--- config.mk ---
export PLATFORM = sky130hd
export DESIGN_NAME = tpu_driver
export DESIGN_NICKNAME = d
export VERILOG_FILES = /design/src/rtl/tpu_driver.sv
export SDC_FILE = /design/constraint.sdc
export NUM_CORES = 1
export LEC_CHECK = 0
export ABC_AREA = 1
export BUFFER_PORTS_ARGS = -buffer_cell sky130_fd_sc_hd__buf_2
export CORE_MARGIN = 1
export CORE_UTILIZATION = 54
export CTS_BUF_LIST = sky130_fd_sc_hd__clkbuf_4
export CTS_CLUSTER_DIAMETER = 40
export DETAILED_ROUTE_END_ITERATION = 10
export HOLD_SLACK_MARGIN = 0.02
export PLACE_DENSITY = 0.81
export SLEW_MARGIN = 20
export SYNTH_ARGS = -nofsm -noshare
export SYNTH_HDL_FRONTEND = slang
export SYNTH_SLANG_ARGS = --single-unit
--- constraint.sdc ---
create_clock -name clk -period 2 [get_ports clk]
set_input_delay 0.4 -clock clk [delete_from_list [all_inputs] [get_ports clk]]
set_output_delay 0.4 -clock clk [all_outputs]
set_load 0.02 [all_outputs]
--- src/rtl/tpu_driver.sv ---
// Sequences one TPU job: streams 32 bytes in as LOAD words, issues COMPUTE_CYCLES COMPUTEs, then READs 16 result bytes.
// Instruction is registered one cycle after its cause; in_ready is high only in LOAD; each result byte is held until out_ready.
module tpu_driver #(
    parameter int COMPUTE_CYCLES = 10,
    parameter int READ_LAT       = 1
) (
    input  logic        clk,
    input  logic        rst,
    input  logic        start,
    output logic        busy,
    output logic        done,
    input  logic [7:0]  in_data,
    input  logic        in_valid,
    output logic        in_ready,
    output logic [15:0] instruction,
    input  logic [7:0]  result,
    output logic [7:0]  out_data,
    output logic [3:0]  out_index,
    output logic        out_valid,
    input  logic        out_ready
);

    localparam int CW = (COMPUTE_CYCLES > 1) ? $clog2(COMPUTE_CYCLES) : 1;
    localparam int LW = (READ_LAT > 0) ? $clog2(READ_LAT + 1) : 1;

    localparam logic [15:0] INSTR_NOP     = 16'h0000;
    localparam logic [15:0] INSTR_COMPUTE = 16'h8000;

    typedef enum logic [2:0] {
        IDLE,
        LOAD,
        COMPUTE,
        RD_ISSUE,
        RD_WAIT,
        OUT_HOLD
    } state_t;

    state_t          state_q;
    state_t          state_d;
    logic [4:0]      ld_cnt;
    logic [CW-1:0]   cmp_cnt;
    logic [LW-1:0]   lat_cnt;
    logic [3:0]      rd_idx;
    logic [15:0]     instr_d;

    logic load_acc;
    logic load_last;
    logic cmp_last;
    logic lat_hit;
    logic out_hs;
    logic idx_last;

    assign in_ready  = (state_q == LOAD);
    assign busy      = (state_q != IDLE);
    assign load_acc  = in_ready && in_valid;
    assign load_last = load_acc && (ld_cnt == 5'd31);
    assign cmp_last  = (cmp_cnt == CW'(COMPUTE_CYCLES - 1));
    assign lat_hit   = (lat_cnt == LW'(READ_LAT));
    assign out_hs    = out_valid && out_ready;
    assign idx_last  = (rd_idx == 4'd15);

    always_ff @(posedge clk) begin
        if (rst) begin
            state_q <= IDLE;
        end else begin
            state_q <= state_d;
        end
    end

    always_comb begin
        state_d = state_q;
        instr_d = INSTR_NOP;
        case (state_q)
            IDLE: begin
                if (start) state_d = LOAD;
            end
            LOAD: begin
                // Byte k lands at mem=k[4], line=k[3:2], elem=k[1:0].
                if (load_acc) instr_d = {2'b01, ld_cnt[4], ld_cnt[3:2], ld_cnt[1:0], 1'b0, in_data};
                if (load_last) state_d = COMPUTE;
            end
            COMPUTE: begin
                instr_d = INSTR_COMPUTE;
                if (cmp_last) state_d = RD_ISSUE;
            end
            RD_ISSUE: begin
                instr_d = {2'b11, 10'd0, rd_idx};
                state_d = RD_WAIT;
            end
            RD_WAIT: begin
                if (lat_hit) state_d = OUT_HOLD;
            end
            OUT_HOLD: begin
                if (out_hs) state_d = idx_last ? IDLE : RD_ISSUE;
            end
            default: state_d = IDLE;
        endcase
    end

    always_ff @(posedge clk) begin
        if (rst) begin
            instruction <= INSTR_NOP;
            ld_cnt      <= '0;
            cmp_cnt     <= '0;
            lat_cnt     <= '0;
            rd_idx      <= '0;
            out_data    <= '0;
            out_index   <= '0;
            out_valid   <= 1'b0;
            done        <= 1'b0;
        end else begin
            instruction <= instr_d;
            done        <= 1'b0;
            case (state_q)
                IDLE: begin
                    if (start) ld_cnt <= '0;
                end
                LOAD: begin
                    if (load_last) begin
                        cmp_cnt <= '0;
                    end else if (load_acc) begin
                        ld_cnt <= ld_cnt + 5'd1;
                    end
                end
                COMPUTE: begin
                    if (cmp_last) begin
                        rd_idx <= '0;
                    end else begin
                        cmp_cnt <= cmp_cnt + CW'(1);
                    end
                end
                RD_ISSUE: begin
                    lat_cnt <= '0;
                end
                RD_WAIT: begin
                    // lat_cnt counts edges since the READ word went out; result is valid at READ_LAT.
                    if (lat_hit) begin
                        out_data  <= result;
                        out_index <= rd_idx;
                        out_valid <= 1'b1;
                    end else begin
                        lat_cnt <= lat_cnt + LW'(1);
                    end
                end
                OUT_HOLD: begin
                    if (out_hs) begin
                        out_valid <= 1'b0;
                        if (idx_last) begin
                            done <= 1'b1;
                        end else begin
                            rd_idx <= rd_idx + 4'd1;
                        end
                    end
                end
                default: ;
            endcase
        end
    end

endmodule
==> results of run 1 <==
## cell families (layout without fill, tap and decap cells)
family / count (synthesis) / count (layout) / synth area share, %
XOR/XNOR: 2 / 2 / 0.869
flip-flops: 46 / 46 / 45.7
buffers and inverters: 44 / 95 / 8.75
adder cells (fa/ha/maj): 5 / 5 / 3.10
other: 1 / 1 / 0.186
AND/OR/NAND/NOR: 138 / 138 / 31.0
AO/OA/AOI/OAI: 41 / 41 / 10.4
## per-stage QoR
stage	instances	utilization, %	setup WS [ns]
floorplan	277	-	0.559
global placement	366	66.2	0.404
detailed placement	366	66.2	0.408
CTS	374	67.9	0.0865
global route	374	67.9	0.0438
finish	374	67.9	0.144
## state kept, by name, indices dropped and copies added (netlist names)
| register | flops |
|---|---|
| out_index | 4 |
| out_data | 8 |
| instruction | 15 |
| rd_idx | 4 |
| cmp_cnt | 4 |
| lat_cnt | 1 |
| done | 1 |
| ld_cnt | 5 |
| out_valid | 1 |
| state_q | 3 |
## per-layer routing
metal	part of all wire, %	global-route usage [%]	vias up
met4	1.2	9.01	0
met3	5.6	7.25	4
met2	44	33.7	53
li1	-	-	978
met5	0	0	-
met1	49	28.5	778
## worst min path at each step
stage | cells past startpoint | to | slack, ns
6_report | 3 | instruction[5] | 0.24
3_5_place_dp | 2 | out_data[5] | 0.45
3_3_place_gp | 2 | out_index[0] | 0.45
4_1_cts | 3 | instruction[7] | 0.23
5_1_grt | 3 | instruction[5] | 0.21
2_1_floorplan | 2 | instruction[13] | 0.43
## Yosys cell counts, drive strengths merged
master	number
clkbuf	5
conb	1
nand3	26
nand3b	2
o211ai	1
o21a	1
inv	34
or2	2
nand4	5
a21oi	31
dfxtp	46
nor2	36
nand2	65
ha	5
o21ai	8
buf	5
xor2	2
nor3	2
## layout make-up
cell class,count,area share [%]
Clock buffer,6,1.91
Clock inverter,2,0.584
Inverter,34,5.42
Multi-Input combinational cell,187,39.0
Sequential cell,46,39.1
Tap cell,46,2.44
Timing Repair Buffer,53,11.5
## worst max-delay path, stage by stage (launching register included)
cell and delay, ns:
dfxtp_1 0.44, inv_2 0.12, nand2_1 0.07, nor2_1 0.25, buf_2 0.23
## report_power, final
| part | leakage, nW | switching [W] | internal [W] |
|---|---|---|---|
| sequential | 0.373 | 0.000130 | 0.00102 |
| clock | 0.0356 | 0.000287 | 0.000152 |
| combinational | 0.743 | 0.000546 | 0.000282 |
| total | 1.15 | 0.000963 | 0.00145 |
==> metrics.md, run 1 <==
| Metric | Value |
|---|---|
| Reg-to-reg critical path startpoint | `ld_cnt[1]` |
| Mapped Area | `2020 µm²` |
| Final worst-path cycle share | `92.8%` |
| Postcts setup bufs | `0` |
| Post-cts sizing count | `0` |
| Crit path launch | `state_q[1]` |
| Flip-flop and latch area | `922 µm²` |
| HP Start | `in_data[5]` |
| Yosys cell types | `26` |
| DR pass1 iterations | `4` |
| Syn Area/Cell | `7.28 µm²` |
| Syn Nets | `303` |
| Area leader, netlist | `dfxtp_1` |
| Reg2Reg Depth | `10` |
| Achievable Freq | `539 MHz` |
| Seq/Total Area, Yosys | `45.7%` |
| Commonest non-fill, non-tap cells in the layout | `61 x nand2_1, 51 x buf_2, 45 x dfxtp_1` |
| Max-slew violation count | `0` |
| DP Area | `2300 µm²` |
| Post-DP HPWL | `2.99 mm` |
| Initial DRC Count | `68` |
| Synthesis-stage register bit count | `46` |
| Hold_ws | `0.243 ns` |
| Max-Cap Viols | `0` |
| DRC | `0` |
| Layout cell share with drive strength beyond 1 | `25.0%` |
| Number of global-route vias before repair | `1576` |
| Most common cell after layout, fill and taps aside | `nand2_1` |
| Endpoints failing setup | `0` |
| PwrDens | `1030 nW/µm²` |
| CTS buffer count | `5` |
| Layout Skew | `0.0122 ns` |
| Rows | `21` |
| Clk slew on worst S/H paths | `0.13 ns` |
| Post-Route Setup TNS | `0 ns` |
| RSZ-0062 raised after global routing | `false` |
| Fillers | `303` |
| Area occupied by multi-input gates | `920 µm²` |
| CTS tree | `done` |
| Clk_lat worst skew | `0.36 ns` |
| WP data arrival | `1.46 ns` |
| Clock sinks | `46` |
| Finished Cell Area | `2360 µm²` |
| Worst setup path category | `register to output pin` |
| Hold Crit Class | `primary input to register` |
| FF-to-FF End | `state_q[1]` |
| Port Buffers | `51` |
| Largest net degree at the start of global routing | `27` |
| Minimum clock period | `1.86 ns` |
| Status | `finished clean` |
| GR Util All Layers | `22.1%` |
| Final Hold Fails | `0` |
| Critical path capture point | `in_ready` |
| Crit start category | `register` |
| Diode count | `0` |
| Crit. End Element | `output pin` |
| Critical Path RT | `1.60 ns` |
| Routed wire per std cell | `10.7 µm` |
| Area share of the leading cell type in the synthesized netlist | `45.7%` |
| ANT nets after route | `0` |
| Overflow after GRT | `0` |
| DRT Wirelength | `4.01 mm` |
| Die Area | `3980 µm²` |
| Die Width | `63.1 µm` |
| Tot Pwr | `0.00241 W` |
| I/O Pins | `53` |
| Area growth, synth to finish | `16.8%` |
| R2R Setup Slk | `0.37 ns` |
| Leak | `1.15 nW` |
| H-tree depth | `2` |
| CTS Buffer Depth | `2` |
| Hold Buf Count CTS | `0` |
| Number of nets in the layout | `353` |
| Total number of vias | `1813` |
| Via density per instance | `4.85` |
| Ys Warns | `0` |
| Mapped Cells | `277` |
| GP Congestion | `0.824` |
| Initial Utilization | `58.2%` |
| Initial antenna violation count | `0` |
| CORE AREA | `3470 µm²` |
| Die Height | `63.1 µm` |
| CP max FO | `9` |
| CTS root buf | `clkbuf_4` |
| Max VDD drop | `981 µV` |
| Synth top area cells | `dfxtp_1 46%, nand2_1 11%, a21oi_1 7.7%` |
| First-pass GRT wire length | `6.82 mm` |
Note: power is estimated with default switching activity, not from simulation.
==> run 2: changes to the inputs <==
--- a/config.mk
+++ b/config.mk
@@ -13,7 +13,7 @@
 export CTS_CLUSTER_DIAMETER = 40
 export DETAILED_ROUTE_END_ITERATION = 10
 export HOLD_SLACK_MARGIN = 0.02
-export PLACE_DENSITY = 0.81
+export PLACE_DENSITY = 0.93
 export SLEW_MARGIN = 20
 export SYNTH_ARGS = -nofsm -noshare
 export SYNTH_HDL_FRONTEND = slang
==> run 2 against run 1 <==
Net effect:
- fmax grew 2.9%
- power grew 5.9%
- non-clock buffer count shrank 1
- setup slack gained 0.052 ns
- first-iteration DRC count grew 130%
==> metrics.md, run 2 (synthesized netlist as in run 1, its figures left out) <==
| Metric | Value |
|---|---|
| Status | `finished clean (unchanged)` |
| Finished Cell Area | `2370 µm² (was 2360 µm²)` |
| Port Buffers | `51 (unchanged)` |
| Max-Cap Viols | `0 (unchanged)` |
| H-tree depth | `2 (unchanged)` |
| Number of global-route vias before repair | `1707 (was 1576)` |
| Hold path depth | `3 (unchanged)` |
| Combinational share of power | `32.1% (was 34.3%)` |
| Hold Crit Class | `primary input to register (unchanged)` |
| WP data arrival | `1.40 ns (was 1.46 ns)` |
| Leak | `1.16 nW (was 1.15 nW)` |
| GR Util All Layers | `22.5% (was 22.1%)` |
| Max reg flops | `15 (unchanged)` |
| Hold Buf Count CTS | `0 (unchanged)` |
| Dpl ws | `0.430 ns (was 0.408 ns)` |
| Clock sinks | `46 (unchanged)` |
| Die Height | `63.1 µm (unchanged)` |
| Commonest non-fill, non-tap cells in the layout | `61 x nand2_1, 51 x buf_2, 45 x dfxtp_1 (unchanged)` |
| Crit start category | `register (unchanged)` |
| Routed wire per std cell | `11.5 µm (was 10.7 µm)` |
| Diode count | `0 (unchanged)` |
| Post-Route Setup TNS | `0 ns (unchanged)` |
| Share of power burned in registers | `45.5% (was 47.6%)` |
| Minimum clock period | `1.80 ns (was 1.86 ns)` |
| CTS tree | `done (unchanged)` |
| Most common cell after layout, fill and taps aside | `nand2_1 (unchanged)` |
| Number of nets in the layout | `352 (was 353)` |
| Largest reg by FF count | `instruction (unchanged)` |
| Reg2Reg Depth | `10 (unchanged)` |
| Crit-path cells | `inv_2, nand2_1, nor2_2, buf_2 (was inv_2, nand2_1, nor2_1, buf_2)` |
| CP top delay family | `flip-flops (unchanged)` |
| Largest net degree at the start of global routing | `27 (unchanged)` |
| Crit path buf inv count | `2 (unchanged)` |
| CTS root buf | `clkbuf_4 (unchanged)` |
| DRC | `0 (unchanged)` |
| Final worst-path cycle share | `90.2% (was 92.8%)` |
| Layout cell share with drive strength beyond 1 | `25.1% (was 25.0%)` |
| CTS buffer count | `5 (unchanged)` |
| Switching pwr | `0.000971 W (was 0.000963 W)` |
| Switching power share of the total | `38.0% (was 39.9%)` |
| DR pass1 iterations | `4 (unchanged)` |
| First-pass GRT wire length | `7.08 mm (was 6.82 mm)` |
| Total number of vias | `1915 (was 1813)` |
| I/O Pins | `53 (unchanged)` |
| Max-slew violation count | `0 (unchanged)` |
| Via density per instance | `5.13 (was 4.85)` |
| Post-DP HPWL | `3.06 mm (was 2.99 mm)` |
| Endpoints failing setup | `0 (unchanged)` |
| Overflow after GRT | `0 (unchanged)` |
| Max VDD drop | `522 µV (was 981 µV)` |
| Die Width | `63.1 µm (unchanged)` |
| CP max stage delay | `0.45 ns (was 0.44 ns)` |
| RSZ-0062 raised after global routing | `false (unchanged)` |
| Crit. End Element | `output pin (unchanged)` |
| Slowest library cell on the worst path | `dfxtp_1 (unchanged)` |
| Initial Utilization | `58.2% (unchanged)` |
| Layout Skew | `0.0107 ns (was 0.0122 ns)` |
| Postcts setup bufs | `0 (unchanged)` |
| ANT nets after route | `0 (unchanged)` |
| Worst setup path category | `register to output pin (unchanged)` |
| GP Congestion | `0.858 (was 0.824)` |
| Rows | `21 (unchanged)` |
| Final Hold Fails | `0 (unchanged)` |
| DRT Wirelength | `4.28 mm (was 4.01 mm)` |
| Internal power | `0.00159 W (was 0.00145 W)` |
| Critical path depth in cells | `4 (unchanged)` |
| Setup WS post-layout | `0.197 ns (was 0.144 ns)` |
| Clk slew on worst S/H paths | `0.13 ns (about the same)` |
| Achievable Freq | `555 MHz (was 539 MHz)` |
| Critical Path RT | `1.60 ns (about the same)` |
| Initial DRC Count | `154 (was 68)` |
| CP max FO | `9 (unchanged)` |
| Die Area | `3980 µm² (unchanged)` |
| PwrDens | `1080 nW/µm² (was 1030 nW/µm²)` |
| Initial antenna violation count | `0 (unchanged)` |
| DP Area | `2290 µm² (was 2300 µm²)` |
| Top flop regs | `instruction x15, out_data x8, ld_cnt x5 (unchanged)` |
| Clk_lat worst skew | `0.35 ns (was 0.36 ns)` |
| Clk pwr share | `22.3% (was 18.2%)` |
| CORE AREA | `3470 µm² (unchanged)` |
| CTS Buffer Depth | `2 (unchanged)` |
| Area growth, synth to finish | `17.7% (was 16.8%)` |
run 2: final cells by class:
cell class / instances / area (µm²)
Sequential cell: 46 / 922
Clock inverter: 1 / 30.0
Fill cell: 278 / 1090
Tap cell: 46 / 57.6
Multi-Input combinational cell: 187 / 922
Timing Repair Buffer: 52 / 263
Inverter: 34 / 128
Clock buffer: 7 / 52.6
run 2: path summary, 6_finish.rpt:
| kind | from | to | slack, ns |
|---|---|---|---|
| worst max-delay path | state_q[1] | in_ready | 0.20 |
| worst min-delay path | in_data[5] | instruction[5] | 0.25 |
| worst max register to register | ld_cnt[1] | state_q[1] | 0.40 |
| worst min register to register | out_data[2] | out_data[2] | 0.47 |
run 2: timing repair:
item,CTS,global route
resized for setup,0,2
endpoints found under the hold margin,0,0
setup endpoints to repair,0,1
run 2: power groups by stage:
stage                     registers [W]  clock network, W  logic, W
after detailed placement        0.00118                 0  0.000804
after CTS                       0.00116          0.000579  0.000812
after global placement          0.00117                 0  0.000783
final                           0.00116          0.000571  0.000822
after global routing            0.00118          0.000622  0.000923
after floorplan                 0.00114                 0  0.000662
run 2: routing by layer:
layer / GRT usage, % / up-vias / part of all wire (%)
met5: 0 / - / 0
met4: 12.8 / 0 / 2.2
met2: 37.8 / 60 / 47
met3: 4.89 / 9 / 6.0
li1: - / 981 / -
met1: 26.2 / 865 / 45
run 2: tightest hold or removal path, cell delays in order:
cell and delay [ns]:
buf_2 0.09, inv_1 0.04, nor2_1 0.03
run 2: through the flow:
stage                     hold WS [ns]  instances  power [W]  util (%)
after global routing             0.250        373    0.00273      68.5
final                            0.251        373    0.00256      68.5
after global placement           0.447        365    0.00195      66.0
after detailed placement         0.450        365    0.00198      66.0
after CTS                        0.240        373    0.00255      68.4
after floorplan                  0.435        277    0.00180         -
==> run 3: changes to the inputs <==
==> constraint.sdc (replaced) <==
create_clock -name clk -period 1.86 [get_ports clk]
set_input_delay 0.372 -clock clk [delete_from_list [all_inputs] [get_ports clk]]
set_output_delay 0.372 -clock clk [all_outputs]
set_load 0.02 [all_outputs]
==> run 3 against run 2 <==
Net effect:
- power up 8.6%
- critical path depth unchanged
- utilization up 0.43 points
- cell count up 0.54%
- cell area up 0.63%
- combinational power up 13%
- highest routed layer unchanged
==> metrics.md, run 3 (synthesized netlist as in run 1, its figures left out) <==
| Metric | Value |
|---|---|
| Status | `finished clean (unchanged)` |
| First-pass GRT wire length | `7.29 mm (was 7.08 mm)` |
| Diode count | `0 (unchanged)` |
| Achievable Freq | `567 MHz` |
| Switching pwr | `0.00105 W (was 0.000971 W)` |
| Hold Buf Count CTS | `0 (unchanged)` |
| Max reg flops | `15 (unchanged)` |
| Combinational share of power | `33.4% (was 32.1%)` |
| Max-Cap Viols | `0 (unchanged)` |
| DR pass1 iterations | `5 (was 4)` |
| DRC | `0 (unchanged)` |
| I/O Pins | `53 (unchanged)` |
| Clk_lat worst skew | `0.35 ns (about the same)` |
| WP data arrival | `1.39 ns (was 1.40 ns)` |
| Clk pwr share | `21.9% (was 22.3%)` |
| Clk slew on worst S/H paths | `0.12 ns (was 0.13 ns)` |
| Routed wire per std cell | `11.1 µm (was 11.5 µm)` |
| Fillers | `276 (was 278)` |
| Hold Crit Class | `primary input to register (unchanged)` |
| CTS root buf | `clkbuf_4 (unchanged)` |
| RSZ-0062 raised after global routing | `false (unchanged)` |
| Met1 wire length | `1.89 mm (was 1.92 mm)` |
| Number of nets in the layout | `354 (was 352)` |
| CTS Buffer Depth | `2 (unchanged)` |
| Initial antenna violation count | `0 (unchanged)` |
| DR top layer | `met4 (unchanged)` |
| Finished Cell Area | `2390 µm² (was 2370 µm²)` |
| Largest reg by FF count | `instruction (unchanged)` |
| Top flop regs | `instruction x15, out_data x8, ld_cnt x5 (unchanged)` |
| Most common cell after layout, fill and taps aside | `nand2_1 (unchanged)` |
| Worst setup path category | `register to output pin (unchanged)` |
| Final Hold Fails | `0 (unchanged)` |
| Crit. End Element | `output pin (unchanged)` |
| Crit start category | `register (unchanged)` |
| PwrDens | `1160 nW/µm² (was 1080 nW/µm²)` |
| CTS buffer count | `5 (unchanged)` |
| ANT nets after route | `0 (unchanged)` |
| Overflow after GRT | `0 (unchanged)` |
| Switching power share of the total | `37.9% (was 38.0%)` |
| Share of power burned in registers | `44.6% (was 45.5%)` |
| Die Height | `63.1 µm (unchanged)` |
| Max VDD drop | `594 µV (was 522 µV)` |
| Die Area | `3980 µm² (unchanged)` |
| Non-Filler Instances | `375 (was 373)` |
| Number of global-route vias before repair | `1730 (was 1707)` |
| Post-Route Setup TNS | `0 ns (unchanged)` |
| Via density per instance | `5.16 (was 5.13)` |
| H-tree depth | `2 (unchanged)` |
| DP Cell Count | `367 (was 365)` |
| Final worst-path cycle share | `94.9%` |
| DRT Wirelength | `4.17 mm (was 4.28 mm)` |
| Layout cell share with drive strength beyond 1 | `25.5% (was 25.1%)` |
| Wire length on met2 | `2.00 mm (about the same)` |
| Endpoints failing setup | `0 (unchanged)` |
| Post-DP HPWL | `3.07 mm (was 3.06 mm)` |
| DP Area | `2300 µm² (was 2290 µm²)` |
| GR Util All Layers | `22.7% (was 22.5%)` |
| Area growth, synth to finish | `18.5% (was 17.7%)` |
| Critical Path RT | `1.49 ns (was 1.60 ns)` |
| CTS tree | `done (unchanged)` |
| Initial Utilization | `58.2% (unchanged)` |
| Leak | `1.17 nW (was 1.16 nW)` |
| Internal power | `0.00172 W (was 0.00159 W)` |
| Met3 wire len | `231 µm (was 255 µm)` |
| Largest net degree at the start of global routing | `27 (unchanged)` |
| Initial DRC Count | `109 (was 154)` |
| Commonest non-fill, non-tap cells in the layout | `61 x nand2_1, 51 x buf_2, 45 x dfxtp_1 (unchanged)` |
| Clock sinks | `46 (unchanged)` |
| Hold_ws | `0.234 ns (was 0.251 ns)` |
| Total number of vias | `1935 (was 1915)` |
| Rows | `21 (unchanged)` |
| Layout Skew | `0.0144 ns (was 0.0107 ns)` |
| Die Width | `63.1 µm (unchanged)` |
| Minimum clock period | `1.76 ns` |
| GP Congestion | `0.876 (was 0.858)` |
| Max-slew violation count | `0 (unchanged)` |
| CORE AREA | `3470 µm² (unchanged)` |
| Port Buffers | `51 (unchanged)` |
| CP max FO | `9 (unchanged)` |
==> run 3: stage by stage <==
step / utilization [%] / total power, W / setup WS [ns]
detailed placement: 66.4 / 0.00215 / 0.261
global placement: 66.4 / 0.00212 / 0.350
finish: 68.9 / 0.00278 / 0.0953
global route: 68.9 / 0.00296 / 0.00999
floorplan: - / 0.00193 / 0.419
CTS: 68.8 / 0.00276 / 0.0357
==> run 3: power groups by stage <==
stage / Clock, W / Sequential (W) / Combinational, W
floorplan: 0 / 0.00122 / 0.000712
global placement: 0 / 0.00125 / 0.000875
detailed placement: 0 / 0.00126 / 0.000899
CTS: 0.000612 / 0.00124 / 0.000911
global route: 0.000659 / 0.00126 / 0.00104
finish: 0.000609 / 0.00124 / 0.000928
==> run 3: worst paths after layout <==
kind               startpoint              to  slack (ns)  cells past startpoint
setup / recovery   state_q[1]        in_ready         0.1                      4
setup reg to reg    ld_cnt[0]       ld_cnt[0]        0.21                      9
hold reg to reg   out_data[3]     out_data[3]        0.47                      2
hold / removal     in_data[5]  instruction[5]        0.23                      3
==> run 3: final cells by class <==
class	count	area, µm²	area share, %
Timing Repair Buffer	54	278	11.6
Sequential cell	46	922	38.6
Clock inverter	1	30.0	1.26
Multi-Input combinational cell	187	922	38.6
Inverter	34	128	5.34
Tap cell	46	57.6	2.41
Clock buffer	7	52.6	2.20
==> run 3: critical path, cell delays in order (launching register included) <==
cell and delay, ns:
dfxtp_1 0.44, inv_2 0.13, nand2_1 0.06, nor2_2 0.20
buf_2 0.21
==> run 3: timing repair <==
action | in CTS | in global routing
resized for setup | 1 | 1
endpoints found under the hold margin | 0 | 0
endpoints found under the setup margin | 1 | 1
buffers inserted | 0 | 0
==> run 3: layer usage <==
metal / GRT usage (%) / up-vias
li1: - / 982
met4: 7.85 / 0
met2: 39.7 / 72
met3: 3.80 / 5
met1: 27.8 / 876
met5: 0 / -
